**config.mk**
```make
export PLATFORM = sky130hd
export DESIGN_NAME = dmem_arbiter_flat
export DESIGN_NICKNAME = d
export VERILOG_FILES = /design/src/rtl/dmem_arbiter_if.sv /design/src/rtl/dmem_arbiter.sv /design/src/flat_wrapper.sv
export SDC_FILE = /design/constraint.sdc
export NUM_CORES = 1
export LEC_CHECK = 0
export ABC_AREA = 1
export BUFFER_PORTS_ARGS = -buffer_cell sky130_fd_sc_hd__buf_4
export CAP_MARGIN = 40
export CELL_PAD_IN_SITES_DETAIL_PLACEMENT = 1
export CELL_PAD_IN_SITES_GLOBAL_PLACEMENT = 1
export CORE_UTILIZATION = 31
export DETAILED_ROUTE_END_ITERATION = 10
export MAX_ROUTING_LAYER = met4
export PLACE_DENSITY_LB_ADDON = 0.2
export SYNTH_ARGS = -nofsm -noshare
export SYNTH_HDL_FRONTEND = slang
export SYNTH_SLANG_ARGS = --single-unit
export TNS_END_PERCENT = 20
```
**constraint.sdc**
```tcl
create_clock -name clk -period 2.3 [get_ports clk]
set_input_delay 0 -clock clk [delete_from_list [all_inputs] [get_ports clk]]
set_output_delay 0 -clock clk [all_outputs]
set_load 0.02 [all_outputs]
```
**src/rtl/dmem_arbiter_if.sv**
```systemverilog
// rtl/dmem_arbiter_if.sv - requester and data-memory signals of the two-port data memory arbiter
interface dmem_arbiter_if #(
   parameter int DM_ADDRESS = 9,
   parameter int DATA_W     = 32
);
   logic                  req0, req1;
   logic                  we0, we1;
   logic [DM_ADDRESS-1:0] addr0, addr1;
   logic [DATA_W-1:0]     wdata0, wdata1;
   logic [2:0]            funct3_0, funct3_1;
   logic                  gnt0, gnt1;
   logic                  done0, done1;
   logic                  err0, err1;
   logic [DATA_W-1:0]     rdata0, rdata1;
   logic [DM_ADDRESS-1:0] mem_addr;
   logic [3:0]            mem_wr;
   logic [DATA_W-1:0]     mem_wdata;
   logic [DATA_W-1:0]     mem_rdata;

   modport slave (
      input  req0, req1, we0, we1, addr0, addr1, wdata0, wdata1, funct3_0, funct3_1,
      output gnt0, gnt1, done0, done1, err0, err1, rdata0, rdata1,
      output mem_addr, mem_wr, mem_wdata,
      input  mem_rdata
   );

   modport master (
      output req0, req1, we0, we1, addr0, addr1, wdata0, wdata1, funct3_0, funct3_1,
      input  gnt0, gnt1, done0, done1, err0, err1, rdata0, rdata1,
      input  mem_addr, mem_wr, mem_wdata,
      output mem_rdata
   );
endinterface

```
**src/rtl/dmem_arbiter.sv**
```systemverilog
// rtl/dmem_arbiter.sv - round-robin two-port arbiter and access sequencer for the byte-lane data memory
module dmem_arbiter #(
   parameter int DM_ADDRESS = 9,
   parameter int DATA_W     = 32
) (
   input logic           clk,
   input logic           reset,
   dmem_arbiter_if.slave bus
);
   typedef enum logic [1:0] {IDLE, ISSUE, RESP} state_t;

   state_t                state;
   logic                  last;
   logic                  own;
   logic                  c_we;
   logic                  c_bad;
   logic [2:0]            c_f3;
   logic [1:0]            c_lo;
   logic [DM_ADDRESS-1:0] mem_addr_q;
   logic [3:0]            mem_wr_q;
   logic [DATA_W-1:0]     mem_wdata_q;
   logic                  done_q;
   logic                  err_q;

   logic                  pick1, gnt0, gnt1;
   logic                  s_we, s_bad;
   logic [DM_ADDRESS-1:0] s_addr;
   logic [DATA_W-1:0]     s_wdata, s_lane_data;
   logic [2:0]            s_f3;
   logic [3:0]            s_lanes;
   logic [7:0]            rd_byte;
   logic [15:0]           rd_half;
   logic [DATA_W-1:0]     rd_ext;

   // On a tie the port that did not win last time takes it.
   always_comb begin
      pick1   = bus.req1 && (!bus.req0 || !last);
      gnt0    = !reset && (state == IDLE) && bus.req0 && !pick1;
      gnt1    = !reset && (state == IDLE) && pick1;
      s_we    = pick1 ? bus.we1      : bus.we0;
      s_addr  = pick1 ? bus.addr1    : bus.addr0;
      s_wdata = pick1 ? bus.wdata1   : bus.wdata0;
      s_f3    = pick1 ? bus.funct3_1 : bus.funct3_0;
   end

   always_comb begin
      s_bad       = 1'b0;
      s_lanes     = 4'b0000;
      s_lane_data = s_wdata;
      case (s_f3)
         3'b000: begin
            s_lanes     = 4'b0001 << s_addr[1:0];
            s_lane_data = {4{s_wdata[7:0]}};
         end
         3'b001: begin
            s_bad       = s_addr[0];
            s_lanes     = s_addr[1] ? 4'b1100 : 4'b0011;
            s_lane_data = {2{s_wdata[15:0]}};
         end
         3'b010: begin
            s_bad   = |s_addr[1:0];
            s_lanes = 4'b1111;
         end
         3'b100, 3'b101: s_bad = s_we || (s_f3[0] && s_addr[0]);
         default:        s_bad = 1'b1;
      endcase
   end

   always_ff @(posedge clk or posedge reset) begin
      if (reset) begin
         state       <= IDLE;
         last        <= 1'b1;
         own         <= 1'b0;
         c_we        <= 1'b0;
         c_bad       <= 1'b0;
         c_f3        <= 3'b000;
         c_lo        <= 2'b00;
         mem_addr_q  <= '0;
         mem_wr_q    <= 4'b0000;
         mem_wdata_q <= '0;
         done_q      <= 1'b0;
         err_q       <= 1'b0;
      end else begin
         case (state)
            IDLE: if (gnt0 || gnt1) begin
               state      <= ISSUE;
               last       <= pick1;
               own        <= pick1;
               c_we       <= s_we;
               c_bad      <= s_bad;
               c_f3       <= s_f3;
               c_lo       <= s_addr[1:0];
               mem_addr_q <= {s_addr[DM_ADDRESS-1:2], 2'b00};
               mem_wr_q   <= (s_we && !s_bad) ? s_lanes : 4'b0000;
               if (s_we && !s_bad)
                  mem_wdata_q <= s_lane_data;
            end
            ISSUE: begin
               state    <= RESP;
               mem_wr_q <= 4'b0000;
               done_q   <= 1'b1;
               err_q    <= c_bad;
            end
            RESP: begin
               state  <= IDLE;
               done_q <= 1'b0;
               err_q  <= 1'b0;
            end
            default: state <= IDLE;
         endcase
      end
   end

   // Read word arrives in RESP, so load extraction stays combinational.
   always_comb begin
      rd_byte = bus.mem_rdata[{c_lo, 3'b000} +: 8];
      rd_half = c_lo[1] ? bus.mem_rdata[31:16] : bus.mem_rdata[15:0];
      rd_ext  = '0;
      case (c_f3)
         3'b000:  rd_ext = {{24{rd_byte[7]}}, rd_byte};
         3'b001:  rd_ext = {{16{rd_half[15]}}, rd_half};
         3'b010:  rd_ext = bus.mem_rdata;
         3'b100:  rd_ext = {24'h000000, rd_byte};
         3'b101:  rd_ext = {16'h0000, rd_half};
         default: rd_ext = '0;
      endcase
      if (c_we || c_bad || state != RESP)
         rd_ext = '0;
   end

   assign bus.gnt0      = gnt0;
   assign bus.gnt1      = gnt1;
   assign bus.done0     = done_q && !own;
   assign bus.done1     = done_q && own;
   assign bus.err0      = err_q && !own;
   assign bus.err1      = err_q && own;
   assign bus.rdata0    = own ? '0 : rd_ext;
   assign bus.rdata1    = own ? rd_ext : '0;
   assign bus.mem_addr  = mem_addr_q;
   assign bus.mem_wr    = mem_wr_q;
   assign bus.mem_wdata = mem_wdata_q;
endmodule

```
**src/flat_wrapper.sv**
```systemverilog
// flat-port wrapper written by rule: the top's interface ports become plain ports
module dmem_arbiter_flat 
#(
   parameter int DM_ADDRESS = 9,
   parameter int DATA_W     = 32
)
  (clk, reset, bus_req0, bus_req1, bus_we0, bus_we1, bus_addr0, bus_addr1, bus_wdata0, bus_wdata1, bus_funct3_0, bus_funct3_1, bus_gnt0, bus_gnt1, bus_done0, bus_done1, bus_err0, bus_err1, bus_rdata0, bus_rdata1, bus_mem_addr, bus_mem_wr, bus_mem_wdata, bus_mem_rdata);
  dmem_arbiter_if #(.DM_ADDRESS(DM_ADDRESS), .DATA_W(DATA_W)) bus_i ();
  input logic clk;
  input logic reset;
  input wire logic [$bits(bus_i.req0)-1:0] bus_req0;
  input wire logic [$bits(bus_i.req1)-1:0] bus_req1;
  input wire logic [$bits(bus_i.we0)-1:0] bus_we0;
  input wire logic [$bits(bus_i.we1)-1:0] bus_we1;
  input wire logic [$bits(bus_i.addr0)-1:0] bus_addr0;
  input wire logic [$bits(bus_i.addr1)-1:0] bus_addr1;
  input wire logic [$bits(bus_i.wdata0)-1:0] bus_wdata0;
  input wire logic [$bits(bus_i.wdata1)-1:0] bus_wdata1;
  input wire logic [$bits(bus_i.funct3_0)-1:0] bus_funct3_0;
  input wire logic [$bits(bus_i.funct3_1)-1:0] bus_funct3_1;
  output wire logic [$bits(bus_i.gnt0)-1:0] bus_gnt0;
  output wire logic [$bits(bus_i.gnt1)-1:0] bus_gnt1;
  output wire logic [$bits(bus_i.done0)-1:0] bus_done0;
  output wire logic [$bits(bus_i.done1)-1:0] bus_done1;
  output wire logic [$bits(bus_i.err0)-1:0] bus_err0;
  output wire logic [$bits(bus_i.err1)-1:0] bus_err1;
  output wire logic [$bits(bus_i.rdata0)-1:0] bus_rdata0;
  output wire logic [$bits(bus_i.rdata1)-1:0] bus_rdata1;
  output wire logic [$bits(bus_i.mem_addr)-1:0] bus_mem_addr;
  output wire logic [$bits(bus_i.mem_wr)-1:0] bus_mem_wr;
  output wire logic [$bits(bus_i.mem_wdata)-1:0] bus_mem_wdata;
  input wire logic [$bits(bus_i.mem_rdata)-1:0] bus_mem_rdata;
  assign bus_i.req0 = bus_req0;
  assign bus_i.req1 = bus_req1;
  assign bus_i.we0 = bus_we0;
  assign bus_i.we1 = bus_we1;
  assign bus_i.addr0 = bus_addr0;
  assign bus_i.addr1 = bus_addr1;
  assign bus_i.wdata0 = bus_wdata0;
  assign bus_i.wdata1 = bus_wdata1;
  assign bus_i.funct3_0 = bus_funct3_0;
  assign bus_i.funct3_1 = bus_funct3_1;
  assign bus_gnt0 = bus_i.gnt0;
  assign bus_gnt1 = bus_i.gnt1;
  assign bus_done0 = bus_i.done0;
  assign bus_done1 = bus_i.done1;
  assign bus_err0 = bus_i.err0;
  assign bus_err1 = bus_i.err1;
  assign bus_rdata0 = bus_i.rdata0;
  assign bus_rdata1 = bus_i.rdata1;
  assign bus_mem_addr = bus_i.mem_addr;
  assign bus_mem_wr = bus_i.mem_wr;
  assign bus_mem_wdata = bus_i.mem_wdata;
  assign bus_i.mem_rdata = bus_mem_rdata;
  dmem_arbiter #(.DM_ADDRESS(DM_ADDRESS), .DATA_W(DATA_W)) u_core (.clk(clk), .reset(reset), .bus(bus_i));
endmodule
```
==> flow_metrics.py <==
metrics = {
    "run_status": {
        "status": "completed",
    },
    "cells_and_area": {
        "stdcell_count": 1171,
        "drive_above_1_share_pct": 34.5,
        "area_growth_pct": 46.2,
        "diodes": 0,
        "finalInstanceArea_mm2": 0.00705,
        "nFillCells": 2038,
        "nets": 1112,
    },
    "detailed_routing": {
        "ant_nets": 0,
        "routedWlPerCell_um": 16.7,
        "viasPerCell": 4.84,
        "wirelength_um": 19500,
        "drtPass1Iterations": 4,
        "drcViolationCount": 0,
        "vias": 5662,
        "drt_iter0_markers": 205,
    },
    "yosys": {
        "yosysWarnings": 0,
        "synth.cell_area_mm2": 0.00482,
        "synthMostInstantiatedCell": "nand2_1",
        "synth_commonest_cells": "nand2_1, nor2_1, inv_1, dfrtp_1, o21ai_0",
        "ys_seq_area_share_pct": 29.1,
        "netlist.area_leader.share_pct": 28.5,
        "synth-seq-cells": 56,
        "yosysTopAreaCell": "dfrtp_1",
        "postSynthCellCount": 750,
        "synth.avg_cell_area_um2": 6.43,
        "synth_edf_count": 0,
        "synth.distinct_cells": 37,
        "synthArstFlopShare_pct": 100,
        "ys.flop_type": "dfrtp_1",
        "synth.area.top_cells": "dfrtp_1, nand2_1, nor2_1, nand3_2, o21ai_0",
    },
    "power": {
        "cellPowerDensity_mw_per_mm2": 992,
        "p_leak_nw": 3.80,
        "ir_worst_vdd_uv": 403,
    },
    "floorplanning": {
        "die_w_um": 127,
        "initial_core_util_pct": 31.7,
        "num_io_pins": 241,
        "dieArea_mm2": 0.0161,
        "coreArea_mm2": 0.0152,
        "fp.dieH_um": 127,
        "rows": 45,
    },
    "timing": {
        "period_needed_ns": 2.19,
        "fin_skew_ns": 0.00602,
        "drv_slew": 0,
        "max_slew.worst_pin.slew_ns": 0.763,
        "rsz0062_at_grt": "true",
        "setup_viol": 0,
        "setup_slack_ns": 0.110,
        "whs_ns": 0.0995,
        "fmax_ghz": 0.457,
        "relSlewSlack_pct": 49.1,
        "period_share_pct": 95.2,
        "finalHoldViolCount": 0,
    },
    "worst_setup_path": {
        "cp_common_cell": "nand2_4",
        "cp_cell_sequence": "nand2_4, buf_12, nand3_1, nand2_2, nand2_4, nor2_8, nand2_4, nand2_4, nor2_4, nand3_2, nand2_1",
        "worst_setup_path_start_kind": "flip-flop",
        "crit_slowest_cell": "dfstp_2",
        "arrival_ns": 2.44,
        "cp.required_ns": 2.55,
        "worst-setup-path-type": "flip-flop to flip-flop",
        "cp-end-kind": "flip-flop",
        "max_stage_delay_ns": 0.56,
        "cp_max_fo": 30,
    },
    "clock_tree": {
        "clk_latency_ns": 0.31,
        "clock-root-buffer": "clkbuf_16",
        "h-tree-depth": 2,
        "numCtsBuffers": 5,
        "clockBufferDepth": 2,
        "clk_pin_slew_worst_paths_ns": 0.08,
        "cts.sinks": 56,
        "cts_tree": "done",
    },
    "global_route": {
        "grt_pass1_wl_um": 30400,
        "grt_usage_pct": 24.9,
        "grt_pass1_vias": 5667,
        "antenna_found_initial": 0,
        "grt_start_max_net_pins": 57,
        "overflow": 0,
    },
    "flow_run": {
        "maxCapViolCount": 0,
    },
    "placement": {
        "io_buffers": 238,
        "dp.cells": 1146,
        "dp_hpwl_um": 14800,
        "place.gp.congestion": 0.861,
        "post-place-ws_ns": 0.104,
        "place_area_mm2": 0.00670,
    },
    "hold_path": {
        "worst_hold_path_type": "primary input to flip-flop",
    },
}
## through the flow
stage          setup TNS, ns  utilization [%]  total power, mW
5_1_grt               -0.139             46.4             7.52
4_1_cts                    0             46.2             7.01
3_3_place_gp               0             44.1             6.03
3_5_place_dp               0             44.1             6.08
2_1_floorplan              0                -             4.51
6_report                   0             46.4             6.99
## path summary, 6_finish.rpt
| check | startpoint | to | slack, ns | cells past startpoint |
|---|---|---|---|---|
| min in group asynchronous | reset | u_core.bus.mem_wr[2]$_DFFE_PP0P_ | 0.52 | 4 |
| hold / removal | bus_wdata1[25] | u_core.bus.mem_wdata[25]$_DFFE_PP0P_ | 0.1 | 5 |
| setup reg to reg | u_core.last$_DFFE_PP1P_ | u_core.bus.mem_wdata[11]$_DFFE_PP0P_ | 0.11 | 11 |
| hold reg to reg | u_core.bus.mem_wdata[29]$_DFFE_PP0P_ | u_core.bus.mem_wdata[29]$_DFFE_PP0P_ | 0.48 | 2 |
| max in group asynchronous | reset | u_core.bus.mem_addr[7]$_DFFE_PP0P_ | 1.27 | 4 |
| setup / recovery | u_core.last$_DFFE_PP1P_ | u_core.bus.mem_wdata[11]$_DFFE_PP0P_ | 0.11 | 11 |
## area by class of cell
type,instances,area (um2),area share [%]
Tap cell,188,235,3.34
Inverter,68,259,3.67
Sequential cell,56,1400,19.9
Multi-Input combinational cell,582,2920,41.4
Timing Repair Buffer,269,2080,29.5
Clock inverter,2,13.8,0.195
Clock buffer,6,139,1.97
## where the power goes
part / internal, mW / switching (mW) / leakage [nW]
sequential: 1.44 / 0.372 / 0.698
clock: 0.438 / 0.392 / 0.0772
combinational: 1.57 / 2.78 / 3.02
total: 3.45 / 3.54 / 3.80
## kinds of logic after synthesis
| family | Yosys count | share of synthesized area (%) |
|---|---|---|
| buffers and inverters | 114 | 11.1 |
| AOI/OAI and AO/OA | 96 | 12.1 |
| adders and majority gates | 4 | 1.04 |
| DFF | 56 | 29.1 |
| and+or+nand+nor | 479 | 46.6 |
| other | 1 | 0.0777 |
## worst max-delay path: cells and delay by family (launching register included)
family / cells / cell delay [ns]
flops: 1 / 0.56
buf+inv: 1 / 0.18
simple gates: 10 / 1.38
## cell usage in the layout (no fill, tap or decap), drive strengths merged, types with 7 or more instances in the layout
cell type and n:
dlygate4sd3 15, o211ai 19, nand2 279, nand3 76, a31oi 7, dfrtp 55
nor2 118, buf 254, o21ai 65, inv 68
## registers in the layout, indices dropped and copies added (netlist names), 2 cells and up
register / cells
u_core.bus.mem_wdata: 32
u_core.bus.mem_addr: 7
u_core.bus.mem_wr: 4
u_core.c_f3: 3
u_core.c_lo: 2
u_core.state: 2
## routing by layer
metal / vias to the layer above / track usage, % / wire [um]
met1: 2653 / 31.0 / 8620
li1: 2824 / - / -
met3: 12 / 4.30 / 986
met5: - / - / 0
met4: 0 / 5.67 / 210
met2: 173 / 42.2 / 9680
## what timing repair did
| item | CTS | global route |
|---|---|---|
| gates cloned | 0 | 1 |
| gates resized for setup | 0 | 3 |
| endpoints found under the setup margin | 4 | 32 |
| hold buffers | 15 | 0 |
| hold endpoints to repair | 62 | 0 |
| pin swaps | 1 | 1 |
| buffers inserted | 1 | 0 |
Note: power is estimated with default switching activity, not from simulation.
